$ cat config.mk
export PLATFORM = sky130hd
export DESIGN_NAME = digit_argmax
export DESIGN_NICKNAME = d
export VERILOG_FILES = /design/src/rtl/digit_argmax_pkg.sv /design/src/rtl/digit_argmax.sv
export SDC_FILE = /design/constraint.sdc
export NUM_CORES = 1
export LEC_CHECK = 0
export BUFFER_PORTS_ARGS = -buffer_cell sky130_fd_sc_hd__buf_2
export CAP_MARGIN = 20
export CORE_ASPECT_RATIO = 0.75
export CORE_MARGIN = 2
export CORE_UTILIZATION = 55
export DETAILED_ROUTE_END_ITERATION = 8
export PLACE_DENSITY = 0.78
export SKIP_LAST_GASP = 1
export SYNTH_ARGS = -nofsm -noshare
export SYNTH_HDL_FRONTEND = slang
export SYNTH_SLANG_ARGS = --single-unit
$ cat constraint.sdc
create_clock -name clk -period 5.95 [get_ports clk]
set_clock_uncertainty 0.05 [all_clocks]
set_input_delay 0 -clock clk [delete_from_list [all_inputs] [get_ports clk]]
set_output_delay 0 -clock clk [all_outputs]
set_load 0.01 [all_outputs]
$ cat src/rtl/digit_argmax_pkg.sv
`default_nettype none
// ============================================================================
// Module   : digit_argmax_pkg
// Purpose  : Shared constants and types for the digit arg-max classifier.
// Revision : 1.0 - initial release
// ============================================================================
package digit_argmax_pkg;

  // Network geometry: ten digit classes, 4-bit unsigned activations.
  localparam int NUM_DIGITS = 10;
  localparam int WEIGHT_W   = 4;
  localparam int IDX_W      = 4;

  // One activation; bit 0 is the MSB, matching the upstream weight bus.
  typedef logic [0:WEIGHT_W-1] weight_t;

  // Digit index, wide enough for 0..NUM_DIGITS-1.
  typedef logic [IDX_W-1:0] digit_idx_t;

  // Whole activation bus as seen on the port and in the snapshot.
  typedef logic [0:NUM_DIGITS-1][0:WEIGHT_W-1] weight_bus_t;

  // Index of the final element; the scan commits when it reaches this.
  localparam digit_idx_t LAST_IDX = digit_idx_t'(NUM_DIGITS - 1);

  // Controller states.
  typedef enum logic [1:0] {
    IDLE = 2'd0,
    SCAN = 2'd1,
    DONE = 2'd2
  } state_t;

endpackage : digit_argmax_pkg
`default_nettype wire

$ cat src/rtl/digit_argmax.sv
`default_nettype none
// ============================================================================
// Module   : digit_argmax
// Purpose  : Snapshots ten digit activations on start, scans one per clock,
//            and reports the winning digit, its activation, the margin over
//            the runner-up and an ambiguity flag.
// Revision : 1.0 - initial release
// ============================================================================
module digit_argmax
  import digit_argmax_pkg::*;
#(
  parameter int MIN_MARGIN = 2
) (
  input  logic        clk,
  input  logic        reset,
  input  logic        start,
  input  weight_bus_t digit_weights,
  output logic        busy,
  output logic        done,
  output logic        result_valid,
  output digit_idx_t  best_digit,
  output weight_t     best_value,
  output weight_t     margin,
  output logic        ambiguous
);

  // Threshold expressed in the activation width so the compare is same-width.
  localparam weight_t MIN_MARGIN_W = weight_t'(MIN_MARGIN);

  state_t      state;
  state_t      state_next;

  // Start is honoured only from IDLE or DONE; last marks the commit edge.
  logic        accept;
  logic        last;

  // Frozen copy of the weights and the running scan trackers.
  weight_bus_t snapshot;
  digit_idx_t  idx;
  weight_t     best;
  weight_t     second;
  digit_idx_t  best_idx;

  // Tracker values after folding in the element at idx.
  weight_t     cur_weight;
  weight_t     best_upd;
  weight_t     second_upd;
  digit_idx_t  best_idx_upd;
  weight_t     margin_upd;

  // State register.
  always_ff @(posedge clk) begin
    if (reset) begin
      state <= IDLE;
    end else begin
      state <= state_next;
    end
  end

  // Next-state decode; start is ignored while scanning.
  always_comb begin
    state_next = state;
    accept     = 1'b0;
    last       = 1'b0;
    case (state)
      IDLE: begin
        if (start) begin
          state_next = SCAN;
          accept     = 1'b1;
        end
      end
      SCAN: begin
        if (idx == LAST_IDX) begin
          state_next = DONE;
          last       = 1'b1;
        end
      end
      DONE: begin
        if (start) begin
          state_next = SCAN;
          accept     = 1'b1;
        end else begin
          state_next = IDLE;
        end
      end
      default: begin
        state_next = IDLE;
      end
    endcase
  end

  // busy covers the scan cycles; done is the single DONE-state cycle.
  assign busy = (state == SCAN);
  assign done = (state == DONE);

  // Compare/update step: strict greater-than keeps the lowest index on ties
  // and lets a duplicated maximum land in second, giving margin zero.
  always_comb begin
    cur_weight   = snapshot[idx];
    best_upd     = best;
    second_upd   = second;
    best_idx_upd = best_idx;
    if (cur_weight > best) begin
      second_upd   = best;
      best_upd     = cur_weight;
      best_idx_upd = idx;
    end else if (cur_weight > second) begin
      second_upd   = cur_weight;
    end
    margin_upd = best_upd - second_upd;
  end

  // Snapshot, scan trackers and committed result registers.
  always_ff @(posedge clk) begin
    if (reset) begin
      snapshot     <= '0;
      idx          <= '0;
      best         <= '0;
      second       <= '0;
      best_idx     <= '0;
      result_valid <= 1'b0;
      best_digit   <= '0;
      best_value   <= '0;
      margin       <= '0;
      ambiguous    <= 1'b0;
    end else if (accept) begin
      snapshot     <= digit_weights;
      idx          <= '0;
      best         <= '0;
      second       <= '0;
      best_idx     <= '0;
      result_valid <= 1'b0;
    end else if (state == SCAN) begin
      best     <= best_upd;
      second   <= second_upd;
      best_idx <= best_idx_upd;
      if (last) begin
        // Index parks at the last element rather than wrapping.
        best_digit   <= best_idx_upd;
        best_value   <= best_upd;
        margin       <= margin_upd;
        ambiguous    <= (margin_upd < MIN_MARGIN_W);
        result_valid <= 1'b1;
      end else begin
        idx <= idx + digit_idx_t'(1);
      end
    end
  end

endmodule : digit_argmax
`default_nettype wire

# == After elaboration in Yosys (flattened, before gate mapping) ==
# Cells that the tools add are included.
# totals
register_bits,72
in_bits,43
output_inout_bits,16
word_cells,56
# classes
eq_ne,5
mux,15
bitwise_logic,3
n_reduce_logical,7
magnitude_cmp,4
n_addsub,2
# ops
operator,n
$mux 4,6
$bmux 4 s4,1
$gt 4x4->1,2
$pmux 2 s3,1
$reduce_and 2->1,3
$ge 5x5->1 const B,1
$mux 1,5
$not 4->5,1
$add 4x1->4 const B,1
$eq 4x4->1 const B,1
$lt 4x2->1 const B,1
$mux 2,2
$reduce_or 2->1,2
$sub 4x4->4,1
$reduce_and 3->1,1
$eq 2x1->1 const B,1
$eq 2x2->1 const B,1
$logic_not 2->1,1
$ne 2x1->1 const B,1
$ne 2x2->1 const B,1
$not 1->1,2

# == Depth between registers and ports, before layout ==
# Gate-level depths: netlist of run 1.
# depth
word_depth,9
ltp_mapped,21
mapped_depth_nobuf,17

# == Least setup slack after synthesis of run 1 ==
# No wires, ideal clock.
# synth_path
kind,reg-to-reg
from,register idx[0]
to,register margin[3]
slack_ps,1649
t_required_ps,5826
stages_incl_launch_ff,20
path_buffers,3
setup_ps,74
t_arrival_ps,4177
period_less_slack_ps,4301
path_cell_list,dfxtp_1 -> buf_6 -> mux4_2 -> a2bb2oi_1 -> a2bb2oi_4 -> inv_1 -> ha_1 -> nand2_1 -> o21ai_1 -> and2_1 -> clkbuf_1 -> clkbuf_1 -> a21oi_1 -> ha_1 -> a21oi_1 -> o21ai_1 -> xnor2_1 -> nor2_1 -> or4b_1 -> a31oi_1
# synth_between
elab_chain_len,8
word_cells_on_any_way,14
cone_classes,add/sub (1); order compare (2); eq/ne (1); mux (8); bitwise (1); reduce/logical (1)
# synth_rtl
element,line_no,text
from (decl),digit_argmax.sv:39,digit_idx_t idx;
from (signal assigned),digit_argmax.sv:145,idx <= idx + digit_idx_t'(1);
$not 4->5 (not written as such),digit_argmax.sv:99,cur_weight = snapshot[idx];
$bmux 4 s4,digit_argmax.sv:99,
$mux 4 (not written as such) (2 in a row),digit_argmax.sv:99,
$gt 4x4->1,digit_argmax.sv:107,end else if (cur_weight > second) begin
$mux 4,digit_argmax.sv:107,
$mux 4,digit_argmax.sv:103,if (cur_weight > best) begin
$sub 4x4->4,digit_argmax.sv:110,margin_upd = best_upd - second_upd;
to (signal assigned),digit_argmax.sv:141,margin <= margin_upd;
to (decl),digit_argmax.sv:23,"output weight_t margin,"
# Parallel ways exist; a longest one is shown, timed or not. The select of a mux whose other input is x is not followed.
# A chain may end at the register's enable or synchronous reset.

# == Worst setup path in the final report of run 1 ==
# Same ends and word-level chain as after synthesis.

==> results of run 1 <==
[repair_timing]
| item | in CTS | in global routing |
|---|---|---|
| resized for setup | 0 | 0 |
| hold endpoints to repair | 40 | 0 |
| hold buffers | 40 | 0 |
[power by group through the flow]
stage	clock [W]	sequential (W)	combinational (W)
finish	0.000425	0.000525	0.000381
global route	0.000453	0.000528	0.000426
CTS	0.000430	0.000525	0.000372
detailed placement	0	0.000536	0.000347
global placement	0	0.000535	0.000337
floorplan	0	0.000527	0.000283
[worst max-delay path, delay by kind of cell (launching register included)]
family                   cells  cell delay (ps)
adder cells (fa/ha/maj)      2              550
flip-flops                   1              630
AND/OR/NAND/NOR              5             1080
buffers and inverters        3              690
XOR/XNOR                     1              310
multiplexers                 1              240
AO/OA/AOI/OAI                6             1120
[kinds of logic after synthesis]
kind of cell             count (synthesis)  share of synthesized area (%)
AND/OR/NAND/NOR                        175                           21.6
AO/OA/AOI/OAI                           99                           17.7
flip-flops                              72                           41.6
buffers and inverters                   42                           5.23
multiplexers                            17                           7.44
adder cells (fa/ha/maj)                 14                           5.27
XOR/XNOR                                 5                           1.26
[worst min-delay path by stage]
stage	startpoint	endpoint	slack, ps	cells after the start
after detailed placement	digit_weights[17]	snapshot[17]	200	3
final	start	snapshot[19]	130	4
after CTS	start	snapshot[11]	110	4
after global placement	digit_weights[31]	snapshot[31]	190	3
after global routing	start	snapshot[19]	120	4
after floorplan	digit_weights[10]	snapshot[10]	90	2
[cell usage in the layout (no fill, tap or decap), types with 2 or more instances in the layout]
cell type,netlist,final
dfxtp_1,72,72
nor2_1,31,31
nand2_1,107,107
clkinvlp_4,0,3
a31oi_1,5,5
nand3_1,10,10
o21a_1,2,2
inv_1,9,9
mux2i_1,10,10
ha_1,13,13
a22oi_1,3,3
nand2b_1,4,4
a21oi_1,56,56
nor4_1,4,4
xor2_1,2,2
dlygate4sd3_1,0,40
bufinv_16,0,2
clkbuf_8,0,9
a311oi_1,5,5
nor3_1,5,4
buf_2,4,58
o21ai_2,2,2
mux4_2,7,7
nor2b_1,6,5
buf_4,1,5
a211oi_1,6,6
xnor2_1,3,3
nand4_1,2,2
o21ai_1,9,9
[through the flow]
stage                     hold slack (ps)  setup WS [ps]
after floorplan                      86.0           1650
after detailed placement              197           1210
after CTS                             110           1200
after global placement                191           1400
after global routing                  122            608
final                                 126           1180
[flip-flops by register name (all words and copies together) (netlist names), named ones only]
name and count:
snapshot 40, best 4, best_digit 4, best_idx 4, best_value 4, idx 4
margin 4, second 3, state 2, ambiguous 1, result_valid 1
[area by class of cell]
class | count | area share (%)
clock inverter | 7 | 2.20
clock buffer | 9 | 2.83
timing repair buffer | 103 | 16.6
sequential | 72 | 32.9
inverter | 10 | 0.857
tap | 81 | 2.31
multi-input combinational | 310 | 42.3
[routing by layer]
layer | track usage (%) | wire (microns) | part of all wire (%) | vias to the layer above
met5 | 0 | 0 | 0 | -
met4 | 11.9 | 238 | 2.7 | 0
met2 | 43.2 | 4050 | 45 | 134
met3 | 6.92 | 587 | 6.6 | 26
li1 | - | - | - | 1618
met1 | 37.4 | 4030 | 45 | 1559
==> qor.yml, run 1 <==
swShare_pct: 32.8
drc: 0
post-route-util_pct: 70.7
setup_tns_ps: 0
ir_worst_vdd_v: 0.000177
hp-class: "input port to flop"
via_per_inst: 5.64
rsz0062_at_grt: "no"
status: "completed"
crit_chain: "buf_4 -> mux2i_1 -> a31oi_1 -> a2bb2oi_4 -> inv_1 -> ha_1 -> nand2_1 -> o21ai_1 -> and2_1 -> buf_4 -> nand2_1 -> o21ai_1 -> ha_1 -> o21ai_1 -> xnor2_1 -> nor2_1 -> or4b_1 -> a31oi_1"
fin_area_sq_mm: 0.00438
drive_above_1_share_pct: 18.6
place_area_sq_mm: 0.00376
clkPwrFrac_pct: 31.9
synth-edff-count: 0
htreeDepth: 3
die_y_microns: 72.7
yosys.area.top_type_share_pct: 41.6
ys_seq_elements: 72
seq_area_sq_mm: 0.00144
rrSetupSlack_ps: 1180
final_nets: 563
grt_pass1_vias: 3187
finalCritPeriodShare_pct: 80.2
syn-num-nets: 481
clock_latency_ps: 360
netlist_area_sq_mm: 0.00347
pwr_density_cell_mw_per_mm2: 304
cp_max_fo: 14
gp_congestion: 0.905
rr_worst_depth: 18
tightestPinTransition_ps: 981
crit_type: "flop to flop"
wl_per_cell_microns: 15.0
diodes: 0
synth.area.top_cells: "dfxtp_1 42%, nand2_1 12%, a21oi_1 8.1%, ha_1 4.7%, mux4_2 4.5%"
postCtsSetupRepairBufs: 0
synth.avg_cell_area_sq_um: 8.17
drt_iter0_markers: 216
maxCapViolations: 0
sequentialPowerShare_pct: 39.5
hold_viol: 0
tritoncts: "yes"
critPathSlowestCell: "dfxtp_1"
place_inst: 536
cpMostUsedCell: "o21ai_1"
ioPinCount: 59
ant_nets: 0
crit_start: "idx[0]"
r2r-end: "margin[3]"
endpoint_kind: "flop"
route.vias.total: 3337
final_max_slew_viol_count: 0
synth.most_common_cell: "nand2_1"
crit_end: "margin[3]"
wirelength_microns: 8910
yosysSeqAreaShare_pct: 41.6
synth_cell_types: 46
multi_input_area_sq_mm: 0.00185
slowest_delay_ps: 630
switchingPower_w: 0.000437
start_kind: "flop"
dpl.hpwl_microns: 5700
syn2layout_area_growth_pct: 26.4
crit_arrival_ps: 5000
internal_power_w: 0.000894
period_needed_ps: 4770
async_flop_share_pct: 0
dieArea_sq_mm: 0.00696
finalSetupViolCount: 0
cts.sinks: 72
numPortBuffers: 58
core-area_sq_mm: 0.00619
p_leak_nw: 1.75
clock.fmax_mhz: 210
fill_cells: 498
relSlewSlack_pct: 34.6
yosysWarnings: 0
clk_pin_slew_ps: 80
synth_top_area_cell: "dfxtp_1"
grt_max_degree: 57
rows: 25
worstReg2RegStart: "idx[0]"
stdcell_count: 592
antenna_found_initial: 0
clock-root-buffer: "clkbuf_8"
ys.flop_type: "dfxtp_1"
total_power_w: 0.00133
grt_overflow: 0
required_ps: 6180
gr-usage-all-layers_pct: 27.9
synthCells: 424
grt_pass1_wl_microns: 14900
numCtsBuffers: 9
first_pass_iters: 5
die_w_microns: 95.7
synth_common_cells: "107 x nand2_1, 72 x dfxtp_1, 56 x a21oi_1"
power_frac_comb_pct: 28.6
cts_max_path_buffers: 2
start_util_pct: 56.0
No activity file was read; power rests on OpenSTA's default activity.
==> run 2: changes to the inputs <==
==> constraint.sdc (replaced) <==
create_clock -name clk -period 4.75 [get_ports clk]
set_clock_uncertainty 0.05 [all_clocks]
set_input_delay 0 -clock clk [delete_from_list [all_inputs] [get_ports clk]]
set_output_delay 0 -clock clk [all_outputs]
set_load 0.01 [all_outputs]
==> run 2 against run 1 <==
  * Core utilization is 0.55 points higher
  * Cell count rose by 0.51%
  * Flip-flop and latch count stayed put
  * Worst hold slack gained 59 ps
  * Combinational power increased by 33%
  * Wire length rose by 1.9%
  * Non-clock buffer count grew 3
  * Critical path depth unchanged
  * Count of clock-buffer cells in the layout grew 2
  * Die area unchanged
  * Clock power grew 19%
  * Setup slack lost 840 ps
  * Critical path type unchanged
==> qor.yml, run 2 (synthesis results as in run 1) <==
die_y_microns: 72.7  # unchanged
antenna_found_initial: 0  # unchanged
gp_congestion: 0.925  # was 0.905
fill_cells: 507  # was 498
finalCritPeriodShare_pct: 93.0  # was 80.2%
largest_reg_flops: 40  # unchanged
route.vias.total: 3343  # was 3,337
slowest_delay_ps: 530  # was 630 ps
grt_pass1_wl_microns: 14900  # about the same
wl_per_cell_microns: 15.3  # was 15.0 microns
crit_arrival_ps: 4640  # was 5000 ps
pre_cts_slack_ps: 242  # was 1210 ps
clock.fmax_mhz: 226  # was 210 MHz
gr-usage-all-layers_pct: 28.1  # was 27.9%
period_needed_ps: 4420  # was 4770 ps
dieArea_sq_mm: 0.00696  # unchanged
layout_setup_ws_ps: 334  # was 1180 ps
crit_type: "flop to flop"  # unchanged
start_util_pct: 56.0  # unchanged
via_per_inst: 5.62  # was 5.64
p_leak_nw: 1.77  # was 1.75 nW
die_w_microns: 95.7  # unchanged
drc: 0  # unchanged
rrSetupSlack_ps: 330  # was 1180 ps
crit_chain: "buf_12 -> mux4_2 -> a22oi_1 -> o21ai_2 -> ha_1 -> nor2b_1 -> o211ai_2 -> a21oi_4 -> nand2b_4 -> o211a_1 -> a21oi_1 -> ha_1 -> a21oi_1 -> o21ai_1 -> xnor2_1 -> nor2_1 -> or4b_1 -> a31oi_1"  # was buf_4 -> mux2i_1 -> a31oi_1 -> a2bb2oi_4 -> inv_1 -> ha_1 -> nand2_1 -> o21ai_1 -> and2_1 -> buf_4 -> nand2_1 -> o21ai_1 -> ha_1 -> o21ai_1 -> xnor2_1 -> nor2_1 -> or4b_1 -> a31oi_1
start_kind: "flop"  # unchanged
numCtsBuffers: 9  # unchanged
grt_overflow: 0  # unchanged
critPathSlowestCell: "mux4_2"  # was dfxtp_1
worstReg2RegStart: "idx[0]"  # unchanged
status: "completed"  # unchanged
multi_input_area_sq_mm: 0.00186  # was 0.00185 sq mm
cts.sinks: 72  # unchanged
hold_viol: 0  # unchanged
crit_start: "idx[0]"  # unchanged
ant_nets: 0  # unchanged
setup_tns_ps: 0  # unchanged
maxCapViolations: 0  # unchanged
seq_area_sq_mm: 0.00144  # unchanged
htreeDepth: 3  # unchanged
drt_iter0_markers: 343  # was 216
postCtsSetupRepairBufs: 0  # unchanged
drive_above_1_share_pct: 19.5  # was 18.6%
final_max_slew_viol_count: 0  # unchanged
tightestPinTransition_ps: 1020  # was 981 ps
rsz0062_at_grt: "no"  # unchanged
required_ps: 4980  # was 6180 ps
final_nets: 566  # was 563
diodes: 0  # unchanged
dpl.hpwl_microns: 5670  # was 5700 microns
cts_max_path_buffers: 2  # unchanged
clock-root-buffer: "clkbuf_8"  # unchanged
numPortBuffers: 58  # unchanged
ioPinCount: 59  # unchanged
layout_commonest_cell: "nand2_1"  # unchanged
clock_latency_ps: 360  # about the same
wirelength_microns: 9080  # was 8910 microns
hp-start: "start"  # unchanged
finalSetupViolCount: 0  # unchanged
total_power_w: 0.00166  # was 0.00133 W
rows: 25  # unchanged
hp-class: "input port to flop"  # unchanged
tritoncts: "yes"  # unchanged
first_pass_iters: 5  # unchanged
clk_pin_slew_ps: 80  # about the same
top_register: "snapshot"  # unchanged
post-route-util_pct: 71.3  # was 70.7%
grt_max_degree: 57  # unchanged
grt_pass1_vias: 3151  # was 3,187
cp_max_fo: 16  # was 14
ir_worst_vdd_v: 0.000216  # was 0.000177 V
relSlewSlack_pct: 32.2  # was 34.6%
syn2layout_area_growth_pct: 27.3  # was 26.4%
endpoint_kind: "flop"  # unchanged
core-area_sq_mm: 0.00619  # unchanged
pwr_density_cell_mw_per_mm2: 377  # was 304 mW/mm^2
final_cell_mix: "107 x nand2_1, 72 x dfxtp_1, 58 x buf_2"  # unchanged
-- run 2: cell types whose count changed in the layout (fill, tap and decap cells not counted), sizes merged --
cell,change
buf,+3
bufinv,-1
clkbuf,+2
clkinvlp,-1
-- run 2: per-stage QoR --
step	cells	instance area, sq um	hold slack (ps)
5_1_grt	595	4410	220
6_report	595	4410	185
2_1_floorplan	424	3470	86.0
3_3_place_gp	539	3790	191
3_5_place_dp	539	3790	196
4_1_cts	595	4400	188
-- run 2: area by class of cell --
cell class | count | area share (%)
flip-flops and latches | 72 | 32.7
inverters | 10 | 0.851
clock buffers | 11 | 3.43
clock inverters | 5 | 1.25
multi-input cells | 310 | 42.2
repair buffers | 106 | 17.3
well taps | 81 | 2.30
-- run 2: timing repair --
action,CTS,global route
endpoints found under the setup margin,0,2
hold buffers,40,0
endpoints found under the hold margin,40,0
gates resized for setup,0,3
-- run 2: worst paths after layout --
kind             endpoint  cells after the start
max             margin[3]                     18
min reg2reg  snapshot[30]                      2
max reg2reg     margin[3]                     18
min          snapshot[30]                      5
-- run 2: per-layer routing --
layer  part of all wire [%]  GRT usage [%]  vias up
met3                    6.1           7.75       29
met2                     47           44.4      136
met1                     45           36.1     1548
met5                      0              0        -
li1                       -              -     1630
met4                    2.5           12.2        0
-- run 2: worst max-delay path, delay by kind of cell (launching register included) --
| kind | cells | cell delay, ps |
|---|---|---|
| fa+ha+maj | 2 | 590 |
| buf+inv | 1 | 210 |
| xor+xnor | 1 | 310 |
| flops | 1 | 470 |
| compound gates | 9 | 1400 |
| simple gates | 4 | 760 |
| mux | 1 | 530 |
-- run 2: power by group --
| group | switching, W | internal, W |
|---|---|---|
| Clock | 0.000234 | 0.000269 |
| Combinational | 0.000297 | 0.000209 |
| Sequential | 0.0000227 | 0.000633 |
==> run 3: changes to the inputs <==
==> constraint.sdc (replaced) <==
create_clock -name clk -period 4.75 [get_ports clk]
set_clock_uncertainty 0.05 [all_clocks]
set_input_delay 0.475 -clock clk [delete_from_list [all_inputs] [get_ports clk]]
set_output_delay 0.475 -clock clk [all_outputs]
set_load 0.01 [all_outputs]
==> run 3 against run 2 <==
  * Via count decreased by 6.7%
  * Register-to-register slack about the same
  * Worst hold slack improved by 110 ps
  * Clock power decreased by 1%
  * Global-route usage decreased by 2.6 points
  * Sequential share of layout area increased by 3.3 points
  * Core utilization decreased by 6.5 points
  * Setup slack got worse by 1.1 ps
  * Count of clock-buffer cells in the layout unchanged
  * Critical path depth unchanged
  * Largest cell class unchanged
  * First-iteration DRC count decreased by 6.1%
  * Sequential power about the same
==> qor.yml, run 3 (synthesis results as in run 1) <==
rsz0062_at_grt: "no"  # unchanged
clkPwrFrac_pct: 30.5  # was 30.2%
numPortBuffers: 58  # unchanged
die_y_microns: 72.7  # unchanged
hp-class: "input port to flop"  # unchanged
cp_max_fo: 16  # unchanged
drive_above_1_share_pct: 21.1  # was 19.5%
hold_viol: 0  # unchanged
cts.sinks: 72  # unchanged
critPathSlowestCell: "mux4_2"  # unchanged
maxCapViolations: 0  # unchanged
final_max_slew_viol_count: 0  # unchanged
status: "completed"  # unchanged
period_needed_ps: 4420  # about the same
ir_worst_vdd_v: 0.000215  # was 0.000216 V
drc: 0  # unchanged
power_frac_comb_pct: 29.3  # was 30.4%
clock.fmax_mhz: 226  # about the same
htreeDepth: 3  # unchanged
cts_max_path_buffers: 2  # unchanged
rrSetupSlack_ps: 330  # about the same
slowest_delay_ps: 530  # about the same
post-route-util_pct: 64.8  # was 71.3%
top_register: "snapshot"  # unchanged
setup_tns_ps: 0  # unchanged
final_cell_mix: "107 x nand2_1, 72 x dfxtp_1, 58 x buf_2"  # unchanged
grt_overflow: 0  # unchanged
internal_power_w: 0.00109  # was 0.00111 W
finalSetupViolCount: 0  # unchanged
largest_reg_flops: 40  # unchanged
clock-root-buffer: "clkbuf_8"  # unchanged
dieArea_sq_mm: 0.00696  # unchanged
via_per_inst: 5.62  # about the same
tritoncts: "yes"  # unchanged
grt_pass1_wl_microns: 13600  # was 14,900 microns
critPathTopFamily: "compound AO/OA/AOI/OAI gates"  # unchanged
first_pass_iters: 4  # was 5
pwr_density_cell_mw_per_mm2: 406  # was 377 mW/mm^2
ctsHoldBuffers: 0  # was 40
clock_latency_ps: 360  # about the same
endpoint_kind: "flop"  # unchanged
final_nets: 526  # was 566
crit_buf_inv: 1  # unchanged
crit_type: "flop to flop"  # unchanged
die_w_microns: 95.7  # unchanged
gr-usage-all-layers_pct: 25.5  # was 28.1%
rows: 25  # unchanged
dpl.hpwl_microns: 5670  # unchanged
layout_commonest_cell: "nand2_1"  # unchanged
wirelength_microns: 8020  # was 9080 microns
diodes: 0  # unchanged
tightestPinTransition_ps: 981  # was 1020 ps
total_power_w: 0.00163  # was 0.00166 W
swShare_pct: 33.2  # was 33.3%
switchingPower_w: 0.000541  # was 0.000554 W
start_util_pct: 56.0  # unchanged
grt_pass1_vias: 2929  # was 3,151
crit_chain: "buf_12 -> mux4_2 -> a22oi_1 -> o21ai_2 -> ha_1 -> nor2b_1 -> o211ai_2 -> a21oi_4 -> nand2b_4 -> o211a_1 -> a21oi_1 -> ha_1 -> a21oi_1 -> o21ai_1 -> xnor2_1 -> nor2_1 -> or4b_1 -> a31oi_1"  # unchanged
ioPinCount: 59  # unchanged
numCtsBuffers: 9  # unchanged
antenna_found_initial: 0  # unchanged
wl_per_cell_microns: 14.4  # was 15.3 microns
syn2layout_area_growth_pct: 15.8  # was 27.3%
clk_pin_slew_ps: 70  # was 80 ps
place_inst: 539  # unchanged
required_ps: 4980  # about the same
core-area_sq_mm: 0.00619  # unchanged
start_kind: "flop"  # unchanged
stdcell_count: 555  # was 595
crit_arrival_ps: 4640  # about the same
finalCritPeriodShare_pct: 93.0  # about the same
ant_nets: 0  # unchanged
relSlewSlack_pct: 34.6  # was 32.2%
drt_iter0_markers: 322  # was 343
hold_ws_ps: 298  # was 185 ps
sequentialPowerShare_pct: 40.2  # was 39.4%
route.vias.total: 3118  # was 3,343
gp_congestion: 0.925  # unchanged
p_leak_nw: 1.61  # was 1.77 nW
grt_max_degree: 57  # unchanged
==> run 3: through the flow <==
stage	cell area, sq um	setup slack, ps
2_1_floorplan	3470	449
3_3_place_gp	3790	449
3_5_place_dp	3790	242
4_1_cts	4000	228
5_1_grt	4010	28.3
6_report	4010	333
==> run 3: tightest hold or removal path, stage by stage <==
cell and delay (ps):
buf_2 90, nand2_1 40, a21oi_1 50
==> run 3: repair_timing <==
| action | 4_1_cts | 5_1_grt |
|---|---|---|
| endpoints found under the setup margin | 0 | 2 |
| gates resized for setup | 0 | 3 |
| buffers inserted | 0 | 0 |
| endpoints found under the hold margin | 0 | 0 |
==> run 3: routing by layer <==
layer	up-vias	track usage, %	share of wire (%)
met5	-	0	0
met4	0	10.8	2.2
met3	23	6.71	9.1
met2	143	38.1	44
met1	1406	35.1	44
li1	1546	-	-
==> run 3: path summary, 6_finish.rpt <==
| kind | start | end | depth (start not counted) |
|---|---|---|---|
| setup / recovery | idx[0] | margin[3] | 18 |
| hold / removal | digit_weights[20] | snapshot[20] | 3 |
| setup reg to reg | idx[0] | margin[3] | 18 |
| hold reg to reg | best_value[3] | best_value[3] | 2 |
==> run 3: cell type report <==
| cell class | count | area (sq um) |
|---|---|---|
| clock buffers | 11 | 151 |
| clock inverters | 5 | 55.1 |
| fillers | 560 | 2180 |
| inverters | 10 | 37.5 |
| multi-input cells | 310 | 1860 |
| flip-flops and latches | 72 | 1440 |
| well taps | 81 | 101 |
| repair buffers | 66 | 363 |
==> run 3: power by group through the flow <==
stage	clock network, W	registers [W]	logic [W]
after floorplan	0	0.000660	0.000354
after global placement	0	0.000668	0.000442
after detailed placement	0	0.000668	0.000460
after CTS	0.000507	0.000654	0.000461
after global routing	0.000534	0.000658	0.000528
final	0.000498	0.000655	0.000477
